File: src/rtl/rr_grant_arbiter8.sv
// Eight-client round-robin arbiter with grant hold, done/withdraw release and hold timeout.
// Latency: one cycle from request sampled in IDLE to grant; one cycle from release to grant drop.
// Backpressure: none; the owner holds the grant until it releases or the hold limit revokes it.

module decoder3to8 (
    input  logic [2:0] sel_i,
    input  logic       enable_i,
    output logic [7:0] out_o
);
    assign out_o = enable_i ? (8'h01 << sel_i) : 8'h00;
endmodule

module rr_grant_arbiter8 #(
    parameter int MAX_HOLD = 16
) (
    input  logic       clk,
    input  logic       rst,
    input  logic [7:0] req,
    input  logic       done,
    output logic [7:0] grant,
    output logic [2:0] grant_idx,
    output logic       grant_valid,
    output logic       timeout
);
    localparam logic [0:0] IDLE  = 1'b0;
    localparam logic [0:0] GRANT = 1'b1;

    localparam logic [7:0] HOLD_LIMIT = 8'(MAX_HOLD);
    localparam logic       HOLD_EN    = (MAX_HOLD != 0);

    logic [0:0] state_q, state_d;
    logic [2:0] ptr_q, ptr_d;
    logic [2:0] idx_q, idx_d;
    logic [7:0] hold_q, hold_d;
    logic       timeout_q, timeout_d;

    logic       win_vld;
    logic [2:0] win_idx;
    logic [2:0] scan_idx;
    logic       owner_req;
    logic       hold_hit;
    logic       release_now;

    // Scan from the farthest offset down so the nearest requester after ptr wins.
    always_comb begin
        win_vld  = 1'b0;
        win_idx  = ptr_q;
        scan_idx = ptr_q;
        for (int k = 7; k >= 0; k--) begin
            scan_idx = ptr_q + 3'(k);
            if (req[scan_idx]) begin
                win_vld = 1'b1;
                win_idx = scan_idx;
            end
        end
    end

    assign owner_req   = req[idx_q];
    assign hold_hit    = HOLD_EN && (hold_q == HOLD_LIMIT);
    assign release_now = done || !owner_req || hold_hit;

    always_comb begin
        state_d   = state_q;
        ptr_d     = ptr_q;
        idx_d     = idx_q;
        hold_d    = hold_q;
        timeout_d = 1'b0;
        if (state_q == IDLE) begin
            if (win_vld) begin
                state_d = GRANT;
                idx_d   = win_idx;
                hold_d  = 8'd1;
            end
        end else begin
            if (release_now) begin
                state_d   = IDLE;
                ptr_d     = idx_q + 3'd1;
                hold_d    = 8'd0;
                // Only a pure hold-limit release is reported as forced.
                timeout_d = !done && owner_req;
            end else if (hold_q != 8'hFF) begin
                hold_d = hold_q + 8'd1;
            end
        end
    end

    always_ff @(posedge clk) begin
        if (rst) begin
            state_q   <= IDLE;
            ptr_q     <= 3'd0;
            idx_q     <= 3'd0;
            hold_q    <= 8'd0;
            timeout_q <= 1'b0;
        end else begin
            state_q   <= state_d;
            ptr_q     <= ptr_d;
            idx_q     <= idx_d;
            hold_q    <= hold_d;
            timeout_q <= timeout_d;
        end
    end

    assign grant_valid = (state_q == GRANT);
    assign grant_idx   = idx_q;
    assign timeout     = timeout_q;

    decoder3to8 u_dec (
        .sel_i    (idx_q),
        .enable_i (grant_valid),
        .out_o    (grant)
    );
endmodule

File: config.mk
export PLATFORM = sky130hd
export DESIGN_NAME = rr_grant_arbiter8
export DESIGN_NICKNAME = d
export VERILOG_FILES = /design/src/rtl/rr_grant_arbiter8.sv
export SDC_FILE = /design/constraint.sdc
export NUM_CORES = 1
export LEC_CHECK = 0
export ABC_AREA = 1
export BUFFER_PORTS_ARGS = -buffer_cell sky130_fd_sc_hd__buf_2
export CORE_MARGIN = 2
export CORE_UTILIZATION = 55
export CTS_BUF_LIST = sky130_fd_sc_hd__clkbuf_2
export CTS_CLUSTER_SIZE = 28
export DETAILED_ROUTE_END_ITERATION = 16
export GPL_TIMING_DRIVEN = 0
export PLACE_DENSITY = 0.77
export SKIP_CTS_REPAIR_TIMING = 1
export SYNTH_ARGS = -nofsm -noshare
export SYNTH_HDL_FRONTEND = slang
export SYNTH_SLANG_ARGS = --single-unit
File: constraint.sdc
create_clock -name clk -period 3.9 [get_ports clk]
set_input_delay 0.78 -clock clk [delete_from_list [all_inputs] [get_ports clk]]
set_output_delay 0.78 -clock clk [all_outputs]
set_load 0.005 [all_outputs]
=== Word-level counts from Yosys, hierarchy flattened ===
Cells that the tools add are included.

* Register bits: 16
* Output and inout bits: 13

* Add/sub/neg operators: 9
* Magnitude comparators: 9
* Equal/unequal tests: 3
* Shift operators: 1
* Muxes and demuxes: 42
* Bitwise operators: 2
* Reductions and logical operators: 10

{| class="wikitable"
|+ Operator list
! cell !! number
|-
| 8-bit 2-to-1 mux || 5
|-
| 3-bit by 4-bit < comparator with 1-bit output, second input constant || 9
|-
| 1-bit binary-select mux with 3-bit select || 9
|-
| 3-bit 2-to-1 mux || 8
|-
| 1-bit 2-to-1 mux || 20
|-
| 3-bit adder, second input constant || 4
|-
| 8-bit by 1-bit adder with 8-bit output, second input constant || 1
|-
| 8-bit by 5-bit == test with 1-bit output, second input constant || 1
|-
| 8-bit inequality test, second input constant || 1
|-
| 1-bit by 3-bit << shifter with 8-bit output, first input constant || 1
|-
| 3-bit by 1-bit adder with 3-bit output, second input constant || 2
|-
| 3-bit by 2-bit adder with 3-bit output, second input constant || 2
|-
| 2-bit AND reduction || 3
|-
| 3-bit by 1-bit inequality test with 1-bit output, second input constant || 1
|-
| 3-bit OR reduction || 1
|-
| 1-bit zero test || 2
|-
| 1-bit logical OR || 2
|-
| 1-bit NOT || 2
|-
| 2-bit nonzero test || 1
|-
| 1-bit logical AND || 1
|}

=== Logic depth before layout (Yosys ltp) ===
* Depth in word-level cells: 13
* Depth in mapped cells: 21

=== Hierarchy ===
A second synthesis with hierarchy kept.

* Cell total of the unflattened synthesis: 269
* Area, all modules: 1,615.3 µm²

{| class="wikitable"
|+ Modules (own cells, without submodules)
! module !! instances !! cells an instance !! area an instance (µm²) !! seq. area each (µm²)
|-
| rr_grant_arbiter8 || 1 || 252 || 1,551.5 || 320.3
|-
| decoder3to8 || 1 || 17 || 63.8 || 0.0
|}

=== Worst setup path after synthesis ===
Ideal clock, no wire load.

* Path type: flip-flop to flip-flop
* From: register ptr_q[0]
* To: register hold_q[3]
* Arrival time: 2.103 ns
* Required time: 3.787 ns
* Setup slack: 1.683 ns
* Cell stages (with the launch flop): 17
* Buffers on the path: 2
* Clock period less this slack: 2.217 ns
* Cell sequence: dfxtp_1 > buf_6 > inv_4 > buf_6 > ha_1 > inv_1 > nand3_1 > nand3_1 > nand2_1 > nor2_1 > nand2_1 > inv_2 > nand3_4 > nand2_8 > inv_2 > nor2_1 > nor2_1

* Word-level cells in the longest chain between the ends: 13
* Elaborated cells between the ends (all ways): 33
* Those cells by class: add/sub (7); mux (24); reduce/logical (2)

{| class="wikitable"
|+ Ends and longest elaborated chain
! element !! RTL line !! RTL
|-
| start: declaration || 32 || <nowiki>logic [2:0] ptr_q, ptr_d;</nowiki>
|-
| start signal: assignment || 96 || <nowiki>ptr_q <= ptr_d;</nowiki>
|-
| 3-bit adder || 50 || <nowiki>scan_idx = ptr_q + 3'(k);</nowiki>
|-
| 1-bit binary-select mux with 3-bit select || 51 || <nowiki>if (req[scan_idx]) begin</nowiki>
|-
| 1-bit 2-to-1 mux (not written as such) || 51 ||
|-
| 1-bit 2-to-1 mux (7 in a row) || 51 ||
|-
| 1-bit 2-to-1 mux * || 51 ||
|-
| 2-bit nonzero test (no line) * || n/a ||
|-
| 2-bit AND reduction (no line) * || n/a ||
|-
| end signal: assignment || 98 || <nowiki>hold_q <= hold_d;</nowiki>
|-
| end: declaration || 34 || <nowiki>logic [7:0] hold_q, hold_d;</nowiki>
|}

Every way passes the cells marked *; elsewhere a longest branch is shown, timed or not. The select of a mux whose other input is x is not followed.
A chain may end at the register's enable or synchronous reset.

=== Worst setup path in the final report ===
* From: register ptr_q[1]
* To: register hold_q[1]

Same word-level chain as after synthesis.

==> flow_summary.json <==
{
  "coreArea_um2": 3030,
  "root_buffer": "clkbuf_2",
  "ff_latch_area_um2": 320,
  "drc": 0,
  "syn_area_um2": 1750,
  "max_stage_delay_ps": 570,
  "synth_top_family_by_area": "simple AND/OR/NAND/NOR gates",
  "path_cells": "inv_2 > ha_1 > inv_1 > nand3_2 > nand3_1 > nand2_1 > nor2_1 > nand2_1 > inv_2 > nand3_4 > nand2_8 > inv_2 > nor2_1 > nor2_1",
  "grt_pass1_wl_um": 6840,
  "grt_max_degree": 11,
  "via_per_inst": 5.07,
  "max-vdd-ir-drop_mv": 0.313,
  "grt_pass1_vias": 1613,
  "grt.overflow.total": 0,
  "fin_crit_ps": 2680,
  "antenna_found_initial": 0,
  "cellPowerDensity_nw_per_um2": 542,
  "syn_nets": 309,
  "slew_headroom_pct": 69.2,
  "rows": 20,
  "maxSlewViolCount": 0,
  "initial_utilization_pct": 57.7,
  "area_growth_syn_to_layout_pct": 10.6,
  "grt_usage_pct": 24.2,
  "layout.nets": 337,
  "dp_hpwl_um": 3320,
  "layout_commonest_cell": "nand2_1",
  "rr_worst_depth": 14,
  "cts_buffers": 3,
  "rsz0062_at_grt": "no",
  "timing.fmax_mhz": 373,
  "syn_inst": 288,
  "critical_path_required_ps": 4090,
  "die_w_um": 60.4,
  "first_pass_iters": 4,
  "synth-adder-area-share_pct": 7.16,
  "final_cell_mix": "nand2_1 (80), inv_1 (44), nand3_1 (38), nor2_1 (28), buf_2 (23)",
  "synth-simple-area-share_pct": 51.1,
  "synth_cell_types": 31,
  "io_buffers": 23,
  "num_vias": 1816,
  "tightest_slew_ps": 462,
  "dp_cells": 355,
  "syn_avg_cell_area_um2": 6.07,
  "crit_path_start_kind": "register",
  "path_class": "reg2reg",
  "die_h_um": 60.4,
  "synth_xor_area_share_pct": 2.00,
  "wire_per_inst_um": 11.3,
  "layout.cells.non_filler": 358,
  "hold_depth": 2,
  "drive_gt1_share_pct": 19.7,
  "setup_tns_ps": 0,
  "boundaryPins": 24,
  "cts_tree": "yes",
  "arrival_ps": 2870,
  "setup_viol": 0,
  "status": "finished clean",
  "post-route-util_pct": 63.8,
  "synth_compound_area_share_pct": 9.45,
  "critPathSlowestCell": "dfxtp_1",
  "fin_crit_sh_pct": 68.7,
  "multi_input_area_um2": 1220,
  "n_fill_cell": 307,
  "endpoint_kind": "register",
  "max-cap-violations": 0,
  "gp_congestion": 0.951,
  "clock_path_buffers": 2,
  "insertion_delay_ps": 280,
  "ant_nets": 0,
  "finClkSkew_ps": 4.43,
  "dr.first_iter.drc_count": 73,
  "antenna_cells": 0,
  "clk_pin_slew_ps": 150,
  "cts_sinks": 16,
  "crit_fanout": 10,
  "muxShareOfSynthArea_pct": 0,
  "ys_seq_elements": 16,
  "die_area_um2": 3650,
  "yosysSeqAreaShare_pct": 18.3,
  "wirelength_um": 4040,
  "yosys_warnings": 0,
  "power_leakage_nw": 1.04,
  "min_path_type": "reg2reg",
  "cts_max_level": 1,
  "finalHoldViolCount": 0
}
[sequential cells by signal, indices dropped and copies added (netlist names)]
register / flops
timeout: 1
hold_q: 8
grant_idx: 3
ptr_q: 3
grant_valid: 1
[layer usage]
layer,share of wire (%),GRT usage (%),vias up
li1,-,-,975
met1,52,34.6,806
met2,46,40.4,31
met3,2.2,2.13,4
met4,0.52,4.13,0
met5,0,0,-
[synthesized netlist by cell type]
library cell / number / share of area, %
dfxtp_1: 16 / 18
inv_1: 44 / 9.4
nand3_4: 1 / 1.0
a31oi_4: 1 / 1.2
nor2_4: 1 / 0.64
nand3_2: 8 / 4.6
o21ai_0: 4 / 1.1
or2_2: 1 / 0.36
o21ai_1: 5 / 1.4
a21oi_1: 13 / 3.7
clkbuf_1: 1 / 0.21
ha_1: 10 / 7.2
xor2_1: 4 / 2.0
nand2_1: 80 / 17
nand2_2: 9 / 3.2
nand4_1: 1 / 0.36
inv_4: 1 / 0.36
buf_6: 2 / 1.3
nand4_2: 1 / 0.72
nand2_4: 4 / 2.6
nand3_1: 38 / 11
a21oi_2: 1 / 0.50
inv_2: 3 / 0.64
nand3b_1: 1 / 0.43
nor3_1: 2 / 0.57
nor2_1: 28 / 6.0
nand2_8: 1 / 1.1
nor4_1: 3 / 1.1
nor2_2: 1 / 0.36
a31oi_2: 1 / 0.72
o22ai_1: 2 / 0.72
[critical path: cells and delay by family, from the launching register on]
| kind | cells | cell delay, ps |
|---|---|---|
| adders and majority gates | 1 | 410 |
| buffers and inverters | 4 | 570 |
| and+or+nand+nor | 9 | 1030 |
| DFF | 1 | 570 |
[path summary, 6_finish.rpt]
path,from,end,slack (ps)
worst min-delay path,hold_q[6],hold_q[6],500
worst min register to register,hold_q[6],hold_q[6],500
worst max register to register,ptr_q[1],hold_q[1],1220
worst max-delay path,ptr_q[1],hold_q[1],1220
[power by group]
part / internal, mW / switching (mW)
Sequential: 0.187 / 0.0367
Combinational: 0.261 / 0.494
Clock: 0.0210 / 0.0494
[metrics by stage]
step | power (mW) | hold WS (ps) | instance area, um^2 | worst slack, ps
6_report | 1.05 | 498 | 1930 | 1220
3_5_place_dp | 0.978 | 473 | 1920 | 1270
3_3_place_gp | 0.968 | 472 | 1920 | 1310
2_1_floorplan | 0.815 | 452 | 1750 | 1680
4_1_cts | 1.05 | 503 | 1930 | 1260
5_1_grt | 1.17 | 524 | 1930 | 1030
[area by class of cell]
class                   count  share of cell area, %
plain buffers               3                   1.36
well taps                  44                   2.85
inverters                  48                   9.45
clock buffers               3                  0.777
multi-input cells         221                   63.0
flip-flops and latches     16                   16.6
repair buffers             23                   5.95
[cells by family (layout without fill, tap and decap cells)]
| logic type | after synthesis | after routing |
|---|---|---|
| AO/OA/AOI/OAI | 27 | 27 |
| XOR/XNOR | 4 | 4 |
| adder cells (fa/ha/maj) | 10 | 10 |
| buffers and inverters | 51 | 77 |
| flip-flops | 16 | 16 |
| AND/OR/NAND/NOR | 180 | 180 |
No activity file was read; power rests on OpenSTA's default activity.
